[src/rtl/dec_2of5_frame_pkg.sv]
// Shared constants for the 2-of-5 (two-hot) digit code: code words, invalid digit, frame FSM states.
package dec_2of5_frame_pkg;

  localparam logic [4:0] CODE_D0 = 5'b00011;
  localparam logic [4:0] CODE_D1 = 5'b00101;
  localparam logic [4:0] CODE_D2 = 5'b00110;
  localparam logic [4:0] CODE_D3 = 5'b01010;
  localparam logic [4:0] CODE_D4 = 5'b01001;
  localparam logic [4:0] CODE_D5 = 5'b01100;
  localparam logic [4:0] CODE_D6 = 5'b10100;
  localparam logic [4:0] CODE_D7 = 5'b10010;
  localparam logic [4:0] CODE_D8 = 5'b10001;
  localparam logic [4:0] CODE_D9 = 5'b11000;

  localparam logic [3:0] DIGIT_INVALID = 4'hF;

  localparam logic [0:0] ST_COLLECT = 1'b0;
  localparam logic [0:0] ST_HOLD    = 1'b1;

endpackage

[src/rtl/dec_2of5_digit.sv]
// Combinational 2-of-5 code word to BCD digit lookup with invalid flag.
module dec_2of5_digit
  import dec_2of5_frame_pkg::*;
(
  input  logic [4:0] code,
  output logic [3:0] digit_c,
  output logic       invalid_c
);

  always_comb begin
    digit_c   = DIGIT_INVALID;
    invalid_c = 1'b0;
    case (code)
      CODE_D0: digit_c = 4'd0;
      CODE_D1: digit_c = 4'd1;
      CODE_D2: digit_c = 4'd2;
      CODE_D3: digit_c = 4'd3;
      CODE_D4: digit_c = 4'd4;
      CODE_D5: digit_c = 4'd5;
      CODE_D6: digit_c = 4'd6;
      CODE_D7: digit_c = 4'd7;
      CODE_D8: digit_c = 4'd8;
      CODE_D9: digit_c = 4'd9;
      default: invalid_c = 1'b1;
    endcase
  end

endmodule

[src/rtl/dec_2of5_frame.sv]
// Assembles DIGITS decoded 2-of-5 words into a packed BCD frame with error flag and
// a saturating invalid-word counter.
module dec_2of5_frame
  import dec_2of5_frame_pkg::*;
#(
  parameter int unsigned DIGITS = 4,
  parameter int unsigned ECW    = 8
) (
  input  logic                  clk,
  input  logic                  rst_n,
  input  logic [4:0]            in_code,
  input  logic                  in_valid,
  input  logic                  in_sof,
  output logic                  in_ready,
  output logic [4*DIGITS-1:0]   out_bcd,
  output logic                  out_err,
  output logic                  out_valid,
  input  logic                  out_ready,
  output logic [ECW-1:0]        err_cnt,
  input  logic                  err_clr
);

  localparam int unsigned BW = 4 * DIGITS;
  localparam int unsigned CW = (DIGITS > 1) ? $clog2(DIGITS) : 1;

  logic [0:0]    state_q, state_d;
  logic [CW-1:0] count_q, count_d;
  logic [BW-1:0] asm_q, asm_d;
  logic          ferr_q, ferr_d;
  logic [BW-1:0] out_bcd_d;
  logic          out_err_d, out_valid_d, in_ready_d;
  logic [ECW-1:0] err_cnt_d;

  logic [3:0]    nib_c;
  logic          inv_c;
  logic          accept_c, resync_c;
  logic [BW-1:0] base_asm_c, shifted_c;
  logic [CW-1:0] base_cnt_c;
  logic          base_err_c;
  logic [BW+3:0] shift_ext_c;

  dec_2of5_digit u_digit (
    .code      (in_code),
    .digit_c   (nib_c),
    .invalid_c (inv_c)
  );

  assign accept_c = in_valid & in_ready;
  // An in_sof mid-frame restarts assembly with this word as the first digit.
  assign resync_c    = accept_c & in_sof & (count_q != '0);
  assign base_asm_c  = resync_c ? '0 : asm_q;
  assign base_cnt_c  = resync_c ? '0 : count_q;
  assign base_err_c  = resync_c | ferr_q;
  assign shift_ext_c = {base_asm_c, nib_c};
  assign shifted_c   = shift_ext_c[BW-1:0];

  // Next-state and registered-output logic.
  always_comb begin
    state_d     = state_q;
    count_d     = count_q;
    asm_d       = asm_q;
    ferr_d      = ferr_q;
    out_bcd_d   = out_bcd;
    out_err_d   = out_err;
    out_valid_d = out_valid;
    err_cnt_d   = err_cnt;

    case (state_q)
      ST_COLLECT: begin
        if (accept_c) begin
          if (base_cnt_c == CW'(DIGITS - 1)) begin
            out_bcd_d   = shifted_c;
            out_err_d   = base_err_c | inv_c;
            out_valid_d = 1'b1;
            state_d     = ST_HOLD;
            count_d     = '0;
            asm_d       = '0;
            ferr_d      = 1'b0;
          end else begin
            count_d = base_cnt_c + CW'(1);
            asm_d   = shifted_c;
            ferr_d  = base_err_c | inv_c;
          end
        end
      end
      ST_HOLD: begin
        if (out_ready) begin
          out_valid_d = 1'b0;
          state_d     = ST_COLLECT;
          count_d     = '0;
          asm_d       = '0;
          ferr_d      = 1'b0;
        end
      end
      default: state_d = ST_COLLECT;
    endcase

    in_ready_d = (state_d == ST_COLLECT);

    // Clear wins over a same-cycle increment; count holds at all-ones.
    if (err_clr) begin
      err_cnt_d = '0;
    end else if (accept_c && inv_c && (err_cnt != '1)) begin
      err_cnt_d = err_cnt + ECW'(1);
    end
  end

  always_ff @(posedge clk or negedge rst_n) begin
    if (!rst_n) begin
      state_q   <= ST_COLLECT;
      count_q   <= '0;
      asm_q     <= '0;
      ferr_q    <= 1'b0;
      out_bcd   <= '0;
      out_err   <= 1'b0;
      out_valid <= 1'b0;
      in_ready  <= 1'b0;
      err_cnt   <= '0;
    end else begin
      state_q   <= state_d;
      count_q   <= count_d;
      asm_q     <= asm_d;
      ferr_q    <= ferr_d;
      out_bcd   <= out_bcd_d;
      out_err   <= out_err_d;
      out_valid <= out_valid_d;
      in_ready  <= in_ready_d;
      err_cnt   <= err_cnt_d;
    end
  end

endmodule
[config.mk]
export PLATFORM = sky130hd
export DESIGN_NAME = dec_2of5_frame
export DESIGN_NICKNAME = d
export VERILOG_FILES = /design/src/rtl/dec_2of5_frame_pkg.sv /design/src/rtl/dec_2of5_digit.sv /design/src/rtl/dec_2of5_frame.sv
export SDC_FILE = /design/constraint.sdc
export NUM_CORES = 1
export LEC_CHECK = 0
export CORE_AREA = 3 3 68 70
export DETAILED_ROUTE_END_ITERATION = 12
export DIE_AREA = 0 0 71 73
export PLACE_DENSITY = 0.77
export SYNTH_ARGS = -nofsm -noshare
export SYNTH_HDL_FRONTEND = slang
export SYNTH_SLANG_ARGS = --single-unit
[constraint.sdc]
create_clock -name clk -period 2.35 [get_ports clk]
set_input_delay 0.47 -clock clk [delete_from_list [all_inputs] [get_ports clk]]
set_output_delay 0.47 -clock clk [all_outputs]
set_load 0.1 [all_outputs]
==> impl_results.md <==
- Crit path from: in_code[3]
- H-tree depth: 2
- CTS resizes: 0
- Total track usage: 0.1708
- Final instance area: 2536 um^2
- Mapped Cells: 187
- Synth Cell Area: 2029 um^2
- # hold bufs at CTS: 0
- Layout cells sized above 1: 0.2393
- PwrDens: 1417 nW/um^2
- Max-cap violations: 0
- RSZ-0062 raised after global routing: false
- Critical path class: primary input to register
- Top FF cell, synth: dfrtp_1
- CP max FO: 7
- Fillers: 350
- Antenna viol nets, final: 0
- Seq/Total Area, Yosys: 0.5302
- Sequential Area: 1077 um^2
- Net count, final: 247
- EDFF count, synth: 0
- Critical path data arrival time: 2.36 ns
- DP Area: 2449 um^2
- Async S/R FF share, synth: 1.000
- Number of sinks on the clock net: 43
- Fmax: 465.1 MHz
- Worst Tran Pin Value: 0.9378 ns
- Clock tree from TritonCTS: built
- Largest net degree at the start of global routing: 34
- Via density: 5.535
- Worst hold path type: primary input to async pin
- Max VDD drop: 0.5105 mV
- # IOs: 38
- Clock Tree Buf Depth: 2
- CP Capture Type: register
- Synth Register Bits: 43
- Vias in the first global route: 1,577
- Number of antenna violations at the first check in global routing: 0
- Final Hold Fails: 0
- Area of the multi-input gates: 870.8 um^2
- Leakage: 1.157 nW
- Syn. warnings: 0
- Num rows: 23
- Worst-Skew Late Latency: 0.29 ns
- Outcome: finished, final reports clean
- Mean Syn Cell Area: 10.85 um^2
- Mapped Nets: 200
- Synth-to-Final Area Change: 24.97%
- Count of different cell masters after synthesis: 42
- Final Slew Violations: 0
- Vias: 1,572
- Placed cells: 277
- Reg clk slew, reported paths: 0.08 ns
- DP HPWL: 3.036 mm
- FF-to-FF Start: count_q[1]$_DFFE_PN0P_
- CTS Root Buffer Type: clkbuf_8
- Port Buffer Count: 37
- Req. time, crit path: 2.56 ns
- Setup Skew: 0.005507 ns
- Final Instance Count excl. Fillers: 284
- CTS Buf Count: 5
- Slew HR: 0.3748
- Setup violations, final: 0
- Starting Density: 0.5037
- Remaining DRCs: 0
- Post CTS Setup Buffer Count: 0
- Die Ht: 73 um
- First-pass GRT wire length: 7.100 mm
- Startpoint Class: primary input
- Drt total wl: 4.009 mm
- TritonRoute pass-1 iters: 4
- RePlAce Congestion: 0.7355
- Congestion Overflow GR: 0
- Core area: 4029 um^2
- Avg WL per Cell: 14.12 um
- Initial drt markers: 69
- Die Wd: 71 um
- Part of the cycle the worst path needs: 0.9149
- Tmin final: 2.150 ns
- Total Die Area: 5183 um^2
- Diodes inserted: 0
==> per-stage QoR <==
step / setup TNS [ns] / setup WS (ns) / total power, mW / hold WS (ns) / util
final: 0 / 0.2000 / 3.593 / 0.04233 / 0.6295
after global routing: 0 / 0.07058 / 3.798 / 0.05263 / 0.6295
after CTS: 0 / 0.1817 / 3.622 / 0.04863 / 0.6295
after detailed placement: -0.6786 / -0.1275 / 3.164 / 0.3589 / 0.6078
after global placement: -0.1995 / -0.04118 / 3.121 / 0.3538 / 0.6078
after floorplan: 0 / 0.03804 / 2.688 / 0.1744 / -
==> final cells by class <==
type | count | share of cell area
Timing Repair Buffer | 51 | 0.1638
Sequential cell | 43 | 0.4248
Tap cell | 50 | 0.02467
Clock inverter | 1 | 0.001973
Inverter | 6 | 0.008880
Multi-Input combinational cell | 127 | 0.3434
Clock buffer | 6 | 0.03256
==> logic make-up after synthesis <==
logic type,count (synthesis),synth area share
compound gates,66,0.2368
xor+xnor,7,0.03946
flops,43,0.5302
buf+inv,17,0.04069
simple gates,51,0.1350
fa+ha+maj,2,0.01233
mux,1,0.005548
==> registers in the layout (all words and copies together), names as in the netlist <==
register	flops
asm_q	12
count_q	2
err_cnt	8
ferr_q	1
in_ready	1
out_bcd	16
out_err	1
out_valid	1
state_q	1
==> cell usage in the layout (no fill, tap or decap), types with 2 or more instances in the layout <==
cell type         n
a21oi_1          12
a22o_1           21
buf_4            40
clkbuf_8          6
clkdlybuf4s50_1   9
dfrtp_1          42
ha_1              2
inv_1             6
nand2_1          17
nand3b_1          3
nor2_1            8
nor2b_1           3
o21ai_0           7
o21ai_1          13
o31ai_1           5
or3_1             5
or4_1             6
xnor2_1           2
xor2_1            4
==> metal layers <==
metal	GRT usage	routed length [um]	vias up	part of all wire
li1	-	-	775	-
met1	0.2025	1695	759	0.42
met2	0.3028	2062	33	0.51
met3	0.04959	208	5	0.052
met4	0.04802	42	0	0.010
met5	0	0	-	0
==> synth_stat cells, types with 2 or more instances <==
| cell type | instances | area [um^2] |
|---|---|---|
| dfrtp_1 | 43 | 1076 |
| a22o_1 | 21 | 183.9 |
| nand2_1 | 17 | 63.81 |
| o21ai_1 | 13 | 65.06 |
| a21oi_1 | 12 | 60.06 |
| nor2_1 | 8 | 30.03 |
| o21ai_0 | 7 | 35.03 |
| inv_1 | 6 | 22.52 |
| or4_1 | 6 | 45.04 |
| o31ai_1 | 5 | 37.54 |
| or3_1 | 5 | 31.28 |
| clkbuf_1 | 4 | 15.01 |
| xor2_1 | 4 | 35.03 |
| nand3b_1 | 3 | 22.52 |
| nor2b_1 | 3 | 18.77 |
| buf_2 | 2 | 10.01 |
| ha_1 | 2 | 25.02 |
| xnor2_1 | 2 | 17.52 |
==> worst paths after layout <==
path / endpoint / slack, ns / cells after the start
max: err_cnt[7]$_DFFE_PN0P_ / 0.20 / 6
min: out_bcd[15]$_DFFE_PN0P_ / 0.04 / 1
max reg2reg: out_bcd[13]$_DFFE_PN0P_ / 0.43 / 7
min reg2reg: out_bcd[14]$_DFFE_PN0P_ / 0.49 / 1
max in group asynchronous: in_ready$_DFF_PN0_ / 1.84 / 2
min in group clk: out_bcd[14]$_DFFE_PN0P_ / 0.49 / 1
==> worst max-delay path, cell delays in order <==
cell and delay (ns):
clkdlybuf4s50_1 0.55, xor2_4 0.25, a21oi_2 0.24, o2111ai_4 0.17, or4_1 0.51, a21oi_1 0.16
==> where the power goes <==
part           leakage, nW  switching [mW]  internal, mW
sequential           0.550           0.176          1.01
combinational        0.560            1.43         0.511
clock               0.0470           0.232         0.230
No activity file was read; power rests on OpenSTA's default activity.
